## config.mk

```make
export PLATFORM = sky130hd
export DESIGN_NAME = audio_adc_i2s_rx
export DESIGN_NICKNAME = d
export VERILOG_FILES = /design/src/rtl/audio_adc_i2s_rx.sv
export SDC_FILE = /design/constraint.sdc
export NUM_CORES = 1
export LEC_CHECK = 0
export CAP_MARGIN = 20
export CORE_UTILIZATION = 45
export CTS_CLUSTER_DIAMETER = 80
export CTS_CLUSTER_SIZE = 8
export DETAILED_ROUTE_END_ITERATION = 6
export GPL_ROUTABILITY_DRIVEN = 0
export PLACE_DENSITY = 0.78
export SYNTH_ARGS = -nofsm -noshare
export SYNTH_HDL_FRONTEND = slang
export SYNTH_SLANG_ARGS = --single-unit
```

## constraint.sdc

```tcl
create_clock -name clk_clk -period 10.06 [get_ports clk_clk]
set_input_delay 1.006 -clock clk_clk [delete_from_list [all_inputs] [get_ports clk_clk]]
set_output_delay 1.006 -clock clk_clk [all_outputs]
set_load 0.05 [all_outputs]
```

## src/rtl/audio_adc_i2s_rx.sv

```systemverilog
// -----------------------------------------------------------------------------
// audio_adc_i2s_rx
//
// Receive side of the codec serial audio link. Deserialises I2S ADC data
// (BCLK / ADCLRCK / ADCDAT, all asynchronous to clk_clk) into left/right sample
// pairs and presents them through a one-deep valid/ready output register.
//
// Ports:
//   clk_clk          system clock, at least 4x BCLK
//   reset_reset      asynchronous active-high reset
//   audio_i_BCLK     codec bit clock
//   audio_i_ADCLRCK  codec word select (0 = left, 1 = right)
//   audio_i_ADCDAT   codec serial ADC data
//   enable_i         capture enable
//   sample_left_o    left word of the held pair
//   sample_right_o   right word of the held pair
//   sample_valid_o   held pair is valid
//   sample_ready_i   consumer accepts the held pair
//   overflow_o       sticky: a completed pair was dropped
//   overflow_clr_i   clears overflow_o and frame_err_o
//   frame_err_o      sticky: a short word was received
// -----------------------------------------------------------------------------
module audio_adc_i2s_rx #(
  parameter int DATA_WIDTH  = 24,
  parameter int SYNC_STAGES = 2
) (
  input  logic                  clk_clk,
  input  logic                  reset_reset,
  input  logic                  audio_i_BCLK,
  input  logic                  audio_i_ADCLRCK,
  input  logic                  audio_i_ADCDAT,
  input  logic                  enable_i,
  output logic [DATA_WIDTH-1:0] sample_left_o,
  output logic [DATA_WIDTH-1:0] sample_right_o,
  output logic                  sample_valid_o,
  input  logic                  sample_ready_i,
  output logic                  overflow_o,
  input  logic                  overflow_clr_i,
  output logic                  frame_err_o
);

  localparam int               CNT_W    = $clog2(DATA_WIDTH + 1);
  localparam logic [CNT_W-1:0] CNT_FULL = CNT_W'(DATA_WIDTH);
  localparam logic [CNT_W-1:0] CNT_MSB  = CNT_W'(DATA_WIDTH - 1);
  localparam logic [CNT_W-1:0] CNT_ONE  = CNT_W'(1);

  typedef enum logic [1:0] {
    IDLE  = 2'd0,
    SYNC  = 2'd1,
    LEFT  = 2'd2,
    RIGHT = 2'd3
  } state_e;

  // Places bit b at position (DATA_WIDTH-1-n) so the word stays left-justified
  // however many bits eventually arrive; bits beyond DATA_WIDTH are ignored.
  function automatic logic [DATA_WIDTH-1:0] insert_bit(
    input logic [DATA_WIDTH-1:0] w,
    input logic [CNT_W-1:0]      n,
    input logic                  b
  );
    logic [DATA_WIDTH-1:0] one;
    one = {{(DATA_WIDTH-1){1'b0}}, b};
    if (n < CNT_FULL) begin
      return w | (one << (CNT_MSB - n));
    end
    return w;
  endfunction

  // Saturating bit counter increment.
  function automatic logic [CNT_W-1:0] cnt_sat_inc(input logic [CNT_W-1:0] n);
    return (n == CNT_FULL) ? n : n + CNT_ONE;
  endfunction

  // ---------------------------------------------------------------------------
  // Input synchronisers
  // ---------------------------------------------------------------------------
  logic [SYNC_STAGES-1:0] bclk_sync_q;
  logic [SYNC_STAGES-1:0] lrck_sync_q;
  logic [SYNC_STAGES-1:0] dat_sync_q;
  logic                   bclk_s;
  logic                   lrck_s;
  logic                   dat_s;

  always_ff @(posedge clk_clk or posedge reset_reset) begin
    if (reset_reset) begin
      bclk_sync_q <= '0;
      lrck_sync_q <= '0;
      dat_sync_q  <= '0;
    end else begin
      bclk_sync_q <= {bclk_sync_q[SYNC_STAGES-2:0], audio_i_BCLK};
      lrck_sync_q <= {lrck_sync_q[SYNC_STAGES-2:0], audio_i_ADCLRCK};
      dat_sync_q  <= {dat_sync_q[SYNC_STAGES-2:0], audio_i_ADCDAT};
    end
  end

  assign bclk_s = bclk_sync_q[SYNC_STAGES-1];
  assign lrck_s = lrck_sync_q[SYNC_STAGES-1];
  assign dat_s  = dat_sync_q[SYNC_STAGES-1];

  // ---------------------------------------------------------------------------
  // Edge detect and bit capture: one registered bit per BCLK rising edge
  // ---------------------------------------------------------------------------
  logic bclk_prev_q;
  logic bclk_rise;
  logic bit_vld_q;
  logic bit_lr_q;
  logic bit_d_q;
  logic lr_prev_q;

  assign bclk_rise = bclk_s & ~bclk_prev_q;

  always_ff @(posedge clk_clk or posedge reset_reset) begin
    if (reset_reset) begin
      bclk_prev_q <= 1'b0;
      bit_vld_q   <= 1'b0;
      bit_lr_q    <= 1'b0;
      bit_d_q     <= 1'b0;
      lr_prev_q   <= 1'b0;
    end else begin
      bclk_prev_q <= bclk_s;
      bit_vld_q   <= bclk_rise;
      if (bclk_rise) begin
        bit_lr_q <= lrck_s;
        bit_d_q  <= dat_s;
      end
      // lr_prev is tracked in every state so SYNC sees true transitions.
      if (bit_vld_q) begin
        lr_prev_q <= bit_lr_q;
      end
    end
  end

  // ---------------------------------------------------------------------------
  // Word assembly FSM
  // ---------------------------------------------------------------------------
  state_e                state_q, state_d;
  logic [DATA_WIDTH-1:0] shift_q, shift_d;
  logic [CNT_W-1:0]      cnt_q, cnt_d;
  logic [DATA_WIDTH-1:0] left_hold_q, left_hold_d;
  logic                  held_q, held_d;

  logic                  word_close;
  logic [DATA_WIDTH-1:0] word_full;
  logic [CNT_W-1:0]      cnt_inc;
  logic                  pair_done;
  logic                  short_close;

  // The bit just captured belongs to channel lr_prev; a change of lr means
  // it is the last bit of that word (I2S one-bit delay).
  assign word_close = bit_vld_q && (bit_lr_q != lr_prev_q);
  assign word_full  = insert_bit(shift_q, cnt_q, bit_d_q);
  assign cnt_inc    = cnt_sat_inc(cnt_q);

  always_ff @(posedge clk_clk or posedge reset_reset) begin
    if (reset_reset) begin
      state_q <= IDLE;
    end else begin
      state_q <= state_d;
    end
  end

  always_comb begin
    state_d = state_q;
    if (!enable_i) begin
      state_d = IDLE;
    end else begin
      unique case (state_q)
        IDLE:    state_d = SYNC;
        SYNC:    if (word_close) state_d = bit_lr_q ? RIGHT : LEFT;
        LEFT:    if (word_close) state_d = RIGHT;
        RIGHT:   if (word_close) state_d = LEFT;
        default: state_d = IDLE;
      endcase
    end
  end

  always_comb begin
    shift_d     = shift_q;
    cnt_d       = cnt_q;
    left_hold_d = left_hold_q;
    held_d      = held_q;
    pair_done   = 1'b0;
    short_close = 1'b0;
    if (!enable_i || state_q == IDLE) begin
      // Disabled: drop partial and held-left words.
      shift_d = '0;
      cnt_d   = '0;
      held_d  = 1'b0;
    end else if (bit_vld_q) begin
      unique case (state_q)
        SYNC: begin
          // Bits before the first transition are discarded.
          shift_d = '0;
          cnt_d   = '0;
        end
        LEFT, RIGHT: begin
          if (word_close) begin
            shift_d     = '0;
            cnt_d       = '0;
            short_close = (cnt_inc != CNT_FULL);
            if (state_q == LEFT) begin
              left_hold_d = word_full;
              held_d      = 1'b1;
            end else if (held_q) begin
              pair_done = 1'b1;
              held_d    = 1'b0;
            end
          end else begin
            shift_d = word_full;
            cnt_d   = cnt_inc;
          end
        end
        default: begin
          shift_d = '0;
          cnt_d   = '0;
        end
      endcase
    end
  end

  always_ff @(posedge clk_clk or posedge reset_reset) begin
    if (reset_reset) begin
      shift_q     <= '0;
      cnt_q       <= '0;
      left_hold_q <= '0;
      held_q      <= 1'b0;
    end else begin
      shift_q     <= shift_d;
      cnt_q       <= cnt_d;
      left_hold_q <= left_hold_d;
      held_q      <= held_d;
    end
  end

  // ---------------------------------------------------------------------------
  // One-deep output register with valid/ready and sticky flags
  // ---------------------------------------------------------------------------
  logic [DATA_WIDTH-1:0] out_left_q, out_left_d;
  logic [DATA_WIDTH-1:0] out_right_q, out_right_d;
  logic                  valid_q, valid_d;
  logic                  ovf_q, ovf_d;
  logic                  ferr_q, ferr_d;

  always_comb begin
    out_left_d  = out_left_q;
    out_right_d = out_right_q;
    valid_d     = valid_q;
    // Clear first so a same-cycle set takes priority.
    ovf_d       = overflow_clr_i ? 1'b0 : ovf_q;
    ferr_d      = overflow_clr_i ? 1'b0 : ferr_q;
    if (short_close) begin
      ferr_d = 1'b1;
    end
    if (pair_done) begin
      if (!valid_q || sample_ready_i) begin
        out_left_d  = left_hold_q;
        out_right_d = word_full;
        valid_d     = 1'b1;
      end else begin
        ovf_d = 1'b1;
      end
    end else if (valid_q && sample_ready_i) begin
      valid_d = 1'b0;
    end
  end

  always_ff @(posedge clk_clk or posedge reset_reset) begin
    if (reset_reset) begin
      out_left_q  <= '0;
      out_right_q <= '0;
      valid_q     <= 1'b0;
      ovf_q       <= 1'b0;
      ferr_q      <= 1'b0;
    end else begin
      out_left_q  <= out_left_d;
      out_right_q <= out_right_d;
      valid_q     <= valid_d;
      ovf_q       <= ovf_d;
      ferr_q      <= ferr_d;
    end
  end

  assign sample_left_o  = out_left_q;
  assign sample_right_o = out_right_q;
  assign sample_valid_o = valid_q;
  assign overflow_o     = ovf_q;
  assign frame_err_o    = ferr_q;

endmodule

```

**After elaboration in Yosys (flattened, before gate mapping)**

Index checks and enable logic that the tools add are counted.

- Input port bits: 8
- Word-level logic and storage cells: 95
- Flip-flop bits (word level): 118

- Order comparisons: 1
- Reduce and logical (&&, ||, !) cells: 18
- Bitwise operators: 4
- Add/subtract/negate cells: 2
- Eq/ne operators: 10
- Muxes and demuxes: 41
- Shift-type cells: 1

Operators by type and width:

| kind | number |
|---|---|
| $mux 24 | 6 |
| $mux 1 | 25 |
| $mux 5 | 5 |
| $or 24x24->24 | 1 |
| $shl 1x5->24 | 1 |
| $reduce_bool 2->1 | 5 |
| $ne 3x3->1 const B | 3 |
| $mux 2 | 4 |
| $pmux 2 s4 | 1 |
| $reduce_and 3->1 | 2 |
| $add 5x1->5 const B | 1 |
| $eq 5x5->1 const B | 1 |
| $lt 5x5->1 const B | 1 |
| $ne 5x5->1 const B | 1 |
| $reduce_and 5->1 | 1 |
| $sub 5x5->5 const A | 1 |
| $eq 2x2->1 const B | 2 |
| $reduce_and 2->1 | 2 |
| $eq 2x1->1 const B | 1 |
| $logic_and 1x1->1 | 2 |
| $logic_not 1->1 | 2 |
| $logic_not 2->1 | 1 |
| $logic_or 1x1->1 | 2 |
| $ne 2x1->1 const B | 1 |
| 4 further kinds | 5 |

**Depth between registers and ports, before layout**

Gate-level depths: netlist of run 1.

- Depth in word-level cells: 9
- Gate-level depth with buffers: 6
- Mapped depth without buffers: 6

**Worst setup path before layout of run 1**

No wires, ideal clock.

- Path type: input to register
- From: input enable_i
- To: register out_left_q[0] (netlist: sample_left_o[0])
- Data arrival time: 1900 ps
- Setup time: 125 ps
- Required time: 9935 ps
- Path slack: 8034 ps
- Cell stages on the path: 4
- Cells stage by stage: and3_1 nand4b_4 buf_2 mux2_4

- Longest elaborated chain between the ends: 4

Ends and longest elaborated chain:

| element | line | text |
|---|---|---|
| from (decl) | 32 | `input logic enable_i,` |
| $logic_not 1->1 | 184 | `if (!enable_i \|\| state_q == IDLE) begin` |
| $logic_or 1x1->1 | 184 |  |
| $mux 1 | 184 |  |
| $reduce_and 2->1 (no source line) | - |  |
| to (signal assigned) | 275 | `out_left_q <= out_left_d;` |
| to (decl) | 238 | `logic [DATA_WIDTH-1:0] out_left_q, out_left_d;` |

No other way between the ends.
A chain may end at the register's enable or synchronous reset.

**Worst setup path after layout of run 1**

- From: register out_left_q[0] (netlist: sample_left_o[0])
- To: output sample_left_o[0]

RTL lines:

| element | line | text |
|---|---|---|
| to (decl) | 33 | `output logic [DATA_WIDTH-1:0] sample_left_o,` |

No word-level cell between the ends.

==> flow_summary_export.csv, run 1 <==
group,metric,value,unit
outcome,status,"completed",
sta,final.setup_skew,0.00919,ns
floorplan,initial_core_util,47.2,%
cells_and_area,antenna_cells,0,
place,dp_cells,584,
cells_and_area,fin_area,5930,µm²
worst_setup_path,reg2reg_to,"left_hold_q[7]$_DFFE_PP0P_",
worst_setup_path,cp_slowest_cell,"clkdlybuf4s50_1",
hold_path,holdPathStages,0,
cells_and_area,multiInputGateArea,1600,µm²
floorplan,die_x,104,µm
clock_network,cts_setup_buffers,0,
worst_setup_path,timing.rr.start,"cnt_q[3]$_DFFE_PP0P_",
cells_and_area,seq_area,2950,µm²
cells_and_area,syn_to_final_growth,26.8,%
global_route,grt_max_degree,80,
worst_setup_path,crit_family,"buffers and inverters",
flow_run,maxCapViolCount,0,
global_route,grt_use_total,19.4,%
sta,hold_viol,0,
logic_synthesis,synthArstFlopShare,100,%
logic_synthesis,syn_inst,408,
clock_network,ctsRootBufferMaster,"clkbuf_8",
worst_setup_path,end_kind,"output port",
route,drcViolationCount,0,
power_and_ir_drop,switching_share,21.9,%
floorplan,ioPinCount,59,
clock_network,clock_sinks,118,
route,vias,3297,
clock_network,cts_tree,"built",
sta,fmax,0.367,GHz
route,avgViaCountPerCell,5.35,
logic_synthesis,yosysSeqAreaShare,63.2,%
worst_setup_path,reg2reg_slack,7.89,ns
place,place_area,5370,µm²
logic_synthesis,synth-edff-count,0,
logic_synthesis,synth-seq-cells,118,
sta,setup_viol,0,
clock_network,cts_buffers,17,
route,dr.pass1.iters,4,
logic_synthesis,netlist.area_leader.share,63.2,%
global_route,grt_pass1_vias,3281,
route,ant_nets,0,
cells_and_area,drive_gt1_share,13.7,%
route,post_drt_wl_per_cell,15.7,µm
place,hpwl,6040,µm
sta,slew_violations,0,
sta,post-route-period-util,27.1,%
sta,tns,0,ns
worst_setup_path,critPathBufInv,1,
logic_synthesis,synth_cell_types,36,
route,routed_wirelength,9660,µm
hold_path,min_from,"dat_sync_q[0]$_DFF_PP0_",
power_and_ir_drop,p_int,0.000841,W
logic_synthesis,syn_area,4670,µm²
global_route,antenna_found_initial,0,
worst_setup_path,crit_type,"reg -> out",
clock_network,hold_buffers,0,
power_and_ir_drop,power.switching,0.000236,W
global_route,overflow,0,
floorplan,fp.dieArea,10800,µm²
logic_synthesis,synth_nets,419,
sta,period_minus_slack,2.72,ns
worst_setup_path,reg2reg_depth,4,
worst_setup_path,cp.required,9.05,ns
power_and_ir_drop,p_per_area,182,nW/µm²
logic_synthesis,yosys-top-cells-count,"dfrtp_1, nand2_1, o21ai_0, a21oi_1, nor2_1",
clock_network,clk_pin_slew,0.05,ns
logic_synthesis,synth_top_cell_by_area,"dfrtp_1",
clock_network,cts.path.max_buffers,2,
floorplan,core-area,9910,µm²
sta,max_slew_margin,26.6,%
logic_synthesis,ys_top_cells_by_area,"dfrtp_1, mux2_4, o21ai_0",
worst_setup_path,cp.arrival,1.72,ns
hold_path,hold_path.class,"reg -> reg",
cells_and_area,layout.nets,481,
power_and_ir_drop,pwr-share-seq,45.1,%
sta,rsz0062_at_grt,"no",
route,drt_iter0_drc,213,
clock_network,cts_htree_levels,4,
floorplan,die_y,104,µm
power_and_ir_drop,ir_drop,0.0877,mV
place,numPortBuffers,58,
worst_setup_path,worstPathCellList,"clkdlybuf4s50_1",
sta,worst_pin_slew,1.10,ns
logic_synthesis,synth-main-ff-cell,"dfrtp_1",
power_and_ir_drop,pwr-share-comb,3.0,%
global_route,grt_pass1_wl,16200,µm
logic_synthesis,ys.warnings.count,0,
logic_synthesis,synth_area_per_cell,11.5,µm²
worst_setup_path,max_stage_delay,0.82,ns
clock_network,cts_resized,0,
clock_network,worstSkewPairLatency,0.51,ns
logic_synthesis,yosysMostFrequentCell,"dfrtp_1",
floorplan,num_rows,36,
cells_and_area,post-route-util,59.8,%
worst_setup_path,cp_max_fo,2,
hold_path,hold_end,"dat_sync_q[1]$_DFF_PP0_",
cells_and_area,nFillCells,780,
cells_and_area,instances_no_fill,616,
power_and_ir_drop,p_clk_share,51.9,%
worst_setup_path,critPathLaunchType,"flip-flop",
power_and_ir_drop,p_leak,2.63,nW
-- registers in the layout (all words and copies together), names as in the netlist, 2 cells and up --
signal / flops
shift_q: 24
bclk_sync_q: 2
dat_sync_q: 2
state_q: 2
sample_left_o: 24
left_hold_q: 24
cnt_q: 5
lrck_sync_q: 2
sample_right_o: 24
-- kinds of logic (layout without fill, tap and decap cells) --
group | Yosys count | in the layout | share of synthesized area (%)
XOR/XNOR | 3 | 3 | 0.723
multiplexers | 27 | 27 | 8.27
AND/OR/NAND/NOR | 115 | 115 | 11.3
flip-flops | 118 | 118 | 63.2
adder cells (fa/ha/maj) | 3 | 3 | 0.803
buffers and inverters | 26 | 101 | 2.62
AO/OA/AOI/OAI | 116 | 116 | 13.1
-- how the worst max path moves through the flow --
stage	startpoint	slack, ns	cells after the start	endpoint
2_1_floorplan	reset_reset	5.92	1	bclk_prev_q$_DFF_PP0_
3_3_place_gp	enable_i	6.99	5	cnt_q[4]$_DFFE_PP0P_
3_5_place_dp	enable_i	6.94	5	sample_left_o[22]$_DFFE_PP0P_
4_1_cts	sample_left_o[0]$_DFFE_PP0P_	7.32	1	sample_left_o[0]
5_1_grt	sample_left_o[0]$_DFFE_PP0P_	7.29	1	sample_left_o[0]
6_report	sample_left_o[0]$_DFFE_PP0P_	7.34	1	sample_left_o[0]
-- final cells by class --
cell class / instances / share of cell area, %
Clock buffer: 20 / 7.18
Clock inverter: 12 / 2.20
Inverter: 6 / 0.422
Multi-Input combinational cell: 264 / 27.0
Sequential cell: 118 / 49.8
Tap cell: 133 / 2.81
Timing Repair Buffer: 63 / 10.6
-- power by group through the flow --
stage / clock [W] / sequential, W / combinational, W
after global placement: 0 / 0.000493 / 0.0000314
after global routing: 0.000590 / 0.000485 / 0.0000368
after detailed placement: 0 / 0.000493 / 0.0000330
after floorplan: 0 / 0.000492 / 0.0000227
after CTS: 0.000566 / 0.000485 / 0.0000333
final: 0.000559 / 0.000485 / 0.0000327
-- cells in the final DEF (no fill, tap or decap), types with 4 or more instances in the layout --
cell,netlist,layout
dfrtp_1,118,118
nand2_1,59,59
clkdlybuf4s50_1,0,58
o21ai_0,54,54
a21oi_1,51,50
nor2_1,30,30
mux2_4,22,22
clkbuf_16,0,16
inv_1,6,5
nand3_1,5,5
mux2_2,5,5
clkinvlp_4,0,5
nor2b_1,4,4
buf_4,0,4
-- metal layers --
metal	track usage [%]	routed length (µm)	up-vias
li1	-	-	1535
met1	23.2	4100	1635
met2	32.2	4940	108
met3	6.02	429	19
met4	8.57	195	0
met5	0	0	-
-- per-stage QoR --
step                      hold slack, ns  worst slack (ns)  total power [W]
final                              0.347              7.34          0.00108
after global routing               0.354              7.29          0.00111
after global placement             0.333              6.99         0.000524
after detailed placement           0.336              6.94         0.000526
after floorplan                    0.331              5.92         0.000515
after CTS                          0.348              7.32          0.00108
Note: power is estimated with default switching activity, not from simulation.
==> inputs of run 2 (changes only) <==
- PLACE_DENSITY: 0.78 -> 0.81
- clock period: 10.06 -> 2.4 ns (I/O delays scaled with it)
==> run 2 against run 1 <==
Worst setup slack worse by 6.9 ns. Critical path depth did not move. Die area unchanged. Design area grew 1.2%. Global-route usage decreased by 0.062 points. Non-clock buffer count grew 7. First-iteration DRC count rose by 16%. Sequential power grew to 4.2 times the previous value. Register-to-register slack worse by 7.3 ns. Count of clock-buffer cells in the layout up 2. Utilization is 0.71 points higher. Clock skew about the same.
==> flow_summary_export.csv, run 2 (synthesis results as in run 1) <==
group,metric,value,unit
clock_network,cts_setup_buffers,0,
power_and_ir_drop,p_per_area,757,nW/µm²
worst_setup_path,startpoint,"sample_right_o[6]$_DFFE_PP0P_",
global_route,grt_use_met2,31.3,%
worst_setup_path,reg2reg_to,"sample_right_o[11]$_DFFE_PP0P_",
clock_network,cts_htree_levels,4,
sta,setup_viol,0,
worst_setup_path,critPathLaunchType,"flip-flop",
route,vias,3243,
flow_run,maxCapViolCount,0,
power_and_ir_drop,p_total,0.00454,W
floorplan,ioPinCount,59,
cells_and_area,syn_to_final_growth,28.3,%
cells_and_area,final_common_cell,"dfrtp_1",
floorplan,fp.dieArea,10800,µm²
hold_path,hold_path.class,"in -> async",
power_and_ir_drop,p_clk_share,52.0,%
power_and_ir_drop,pwr-share-seq,44.7,%
worst_setup_path,crit_type,"reg -> out",
clock_network,worstSkewPairLatency,0.51,ns
floorplan,core-area,9910,µm²
sta,rsz0062_at_grt,"no",
cells_and_area,layout_common_cells,"dfrtp_1, nand2_1, clkdlybuf4s50_1",
global_route,overflow,0,
route,routed_wirelength,9470,µm
power_and_ir_drop,switching_share,21.3,%
power_and_ir_drop,p_int,0.00358,W
cells_and_area,drive_gt1_share,14.7,%
clock_network,cts_tree,"built",
worst_setup_path,end_kind,"output port",
worst_setup_path,cp.required,2.16,ns
route,avgViaCountPerCell,5.21,
sta,slew_violations,0,
route,dr.pass1.iters,4,
cells_and_area,antenna_cells,0,
power_and_ir_drop,p_leak,2.69,nW
cells_and_area,layout.nets,488,
global_route,antenna_found_initial,0,
clock_network,cts_resized,0,
global_route,grt_max_degree,73,
worst_setup_path,worstSetupPathDepth,1,
clock_network,clock_sinks,118,
global_route,grtUsageMet3,5.20,%
floorplan,initial_core_util,47.2,%
clock_network,ctsRootBufferMaster,"clkbuf_8",
worst_setup_path,timing.rr.start,"cnt_q[3]$_DFFE_PP0P_",
outcome,status,"completed",
floorplan,num_rows,36,
worst_setup_path,cp-endpoint,"sample_right_o[6]",
sta,setup_slack,0.468,ns
sta,fmax,0.518,GHz
worst_setup_path,max_stage_delay,0.82,ns
sta,tns,0,ns
clock_network,cts_buffers,17,
route,ant_nets,0,
sta,worst_pin_slew,0.667,ns
sta,period_minus_slack,1.93,ns
sta,timing.hold.ws,0.0829,ns
worst_setup_path,reg2reg_slack,0.55,ns
route,drcViolationCount,0,
clock_network,hold_buffers,0,
global_route,grt_pass1_wl,16400,µm
route,post_drt_wl_per_cell,15.2,µm
clock_network,cts.path.max_buffers,2,
worst_setup_path,worstPathCellList,"clkdlybuf4s50_1",
place,numPortBuffers,58,
worst_setup_path,cp.arrival,1.69,ns
power_and_ir_drop,pwr-share-comb,3.2,%
place,place_ws,0.428,ns
floorplan,die_x,104,µm
place,hpwl,5920,µm
power_and_ir_drop,ir_drop,0.445,mV
global_route,grt.busiest_layer,"met2",
worst_setup_path,cp_max_fo,2,
worst_setup_path,crit_family,"buffers and inverters",
sta,final.setup_skew,0.00966,ns
global_route,grt_use_total,19.3,%
global_route,gr-usage-met1,24.6,%
worst_setup_path,reg2reg_depth,5,
clock_network,clk_pin_slew,0.06,ns
cells_and_area,instances_no_fill,622,
worst_setup_path,cp_slowest_cell,"clkdlybuf4s50_1",
route,drt_iter0_drc,248,
cells_and_area,nFillCells,791,
sta,max_slew_margin,55.4,%
worst_setup_path,critPathBufInv,1,
global_route,grt_pass1_vias,3346,
sta,hold_viol,0,
floorplan,die_y,104,µm
power_and_ir_drop,power.switching,0.000966,W
sta,post-route-period-util,80.5,%
place,dp_cells,591,
[run 2: cell types whose count changed in the layout (fill, tap and decap cells not counted)]
cell	before	now
clkinv_2	3	5
buf_8	1	0
buf_12	0	2
clkinv_4	1	0
clkinvlp_4	5	2
inv_4	1	0
buf_4	4	10
clkbuf_8	1	3
[run 2: through the flow]
step,area (µm²),utilization [%]
after global placement,5440,54.9
after floorplan,4680,-
final,6000,60.5
after global routing,6000,60.5
after CTS,6000,60.5
after detailed placement,5440,54.9
[run 2: final cells by class]
cell class / count / area [µm²] / area share (%)
tap: 133 / 166 / 2.77
timing repair buffer: 70 / 696 / 11.6
sequential: 118 / 2950 / 49.2
clock inverter: 9 / 101 / 1.69
clock buffer: 22 / 453 / 7.55
multi-input combinational: 264 / 1600 / 26.7
inverter: 6 / 26.3 / 0.438
[run 2: worst min path at each step]
stage	from	to	slack [ns]	depth (start not counted)
finish	reset_reset	sample_right_o[23]$_DFFE_PP0P_	0.08	2
CTS	reset_reset	left_hold_q[20]$_DFFE_PP0P_	0.09	2
global route	reset_reset	sample_left_o[22]$_DFFE_PP0P_	0.10	2
detailed placement	dat_sync_q[0]$_DFF_PP0_	dat_sync_q[1]$_DFF_PP0_	0.34	0
floorplan	audio_i_BCLK	bclk_sync_q[0]$_DFF_PP0_	0.27	0
global placement	bclk_sync_q[0]$_DFF_PP0_	bclk_sync_q[1]$_DFF_PP0_	0.33	0
[run 2: power by group through the flow]
stage          clock network [W]  registers, W   logic, W
6_report                 0.00236       0.00203   0.000146
5_1_grt                  0.00249       0.00203   0.000164
4_1_cts                  0.00239       0.00203   0.000149
3_5_place_dp                   0       0.00207   0.000147
3_3_place_gp                   0       0.00206   0.000140
2_1_floorplan                  0       0.00206  0.0000956
[run 2: routing by layer]
layer  vias up  routed length [µm]
met3        17                 399
met1      1591                4120
met2        94                4800
li1       1541                   -
met4         0                 151
met5         -                   0
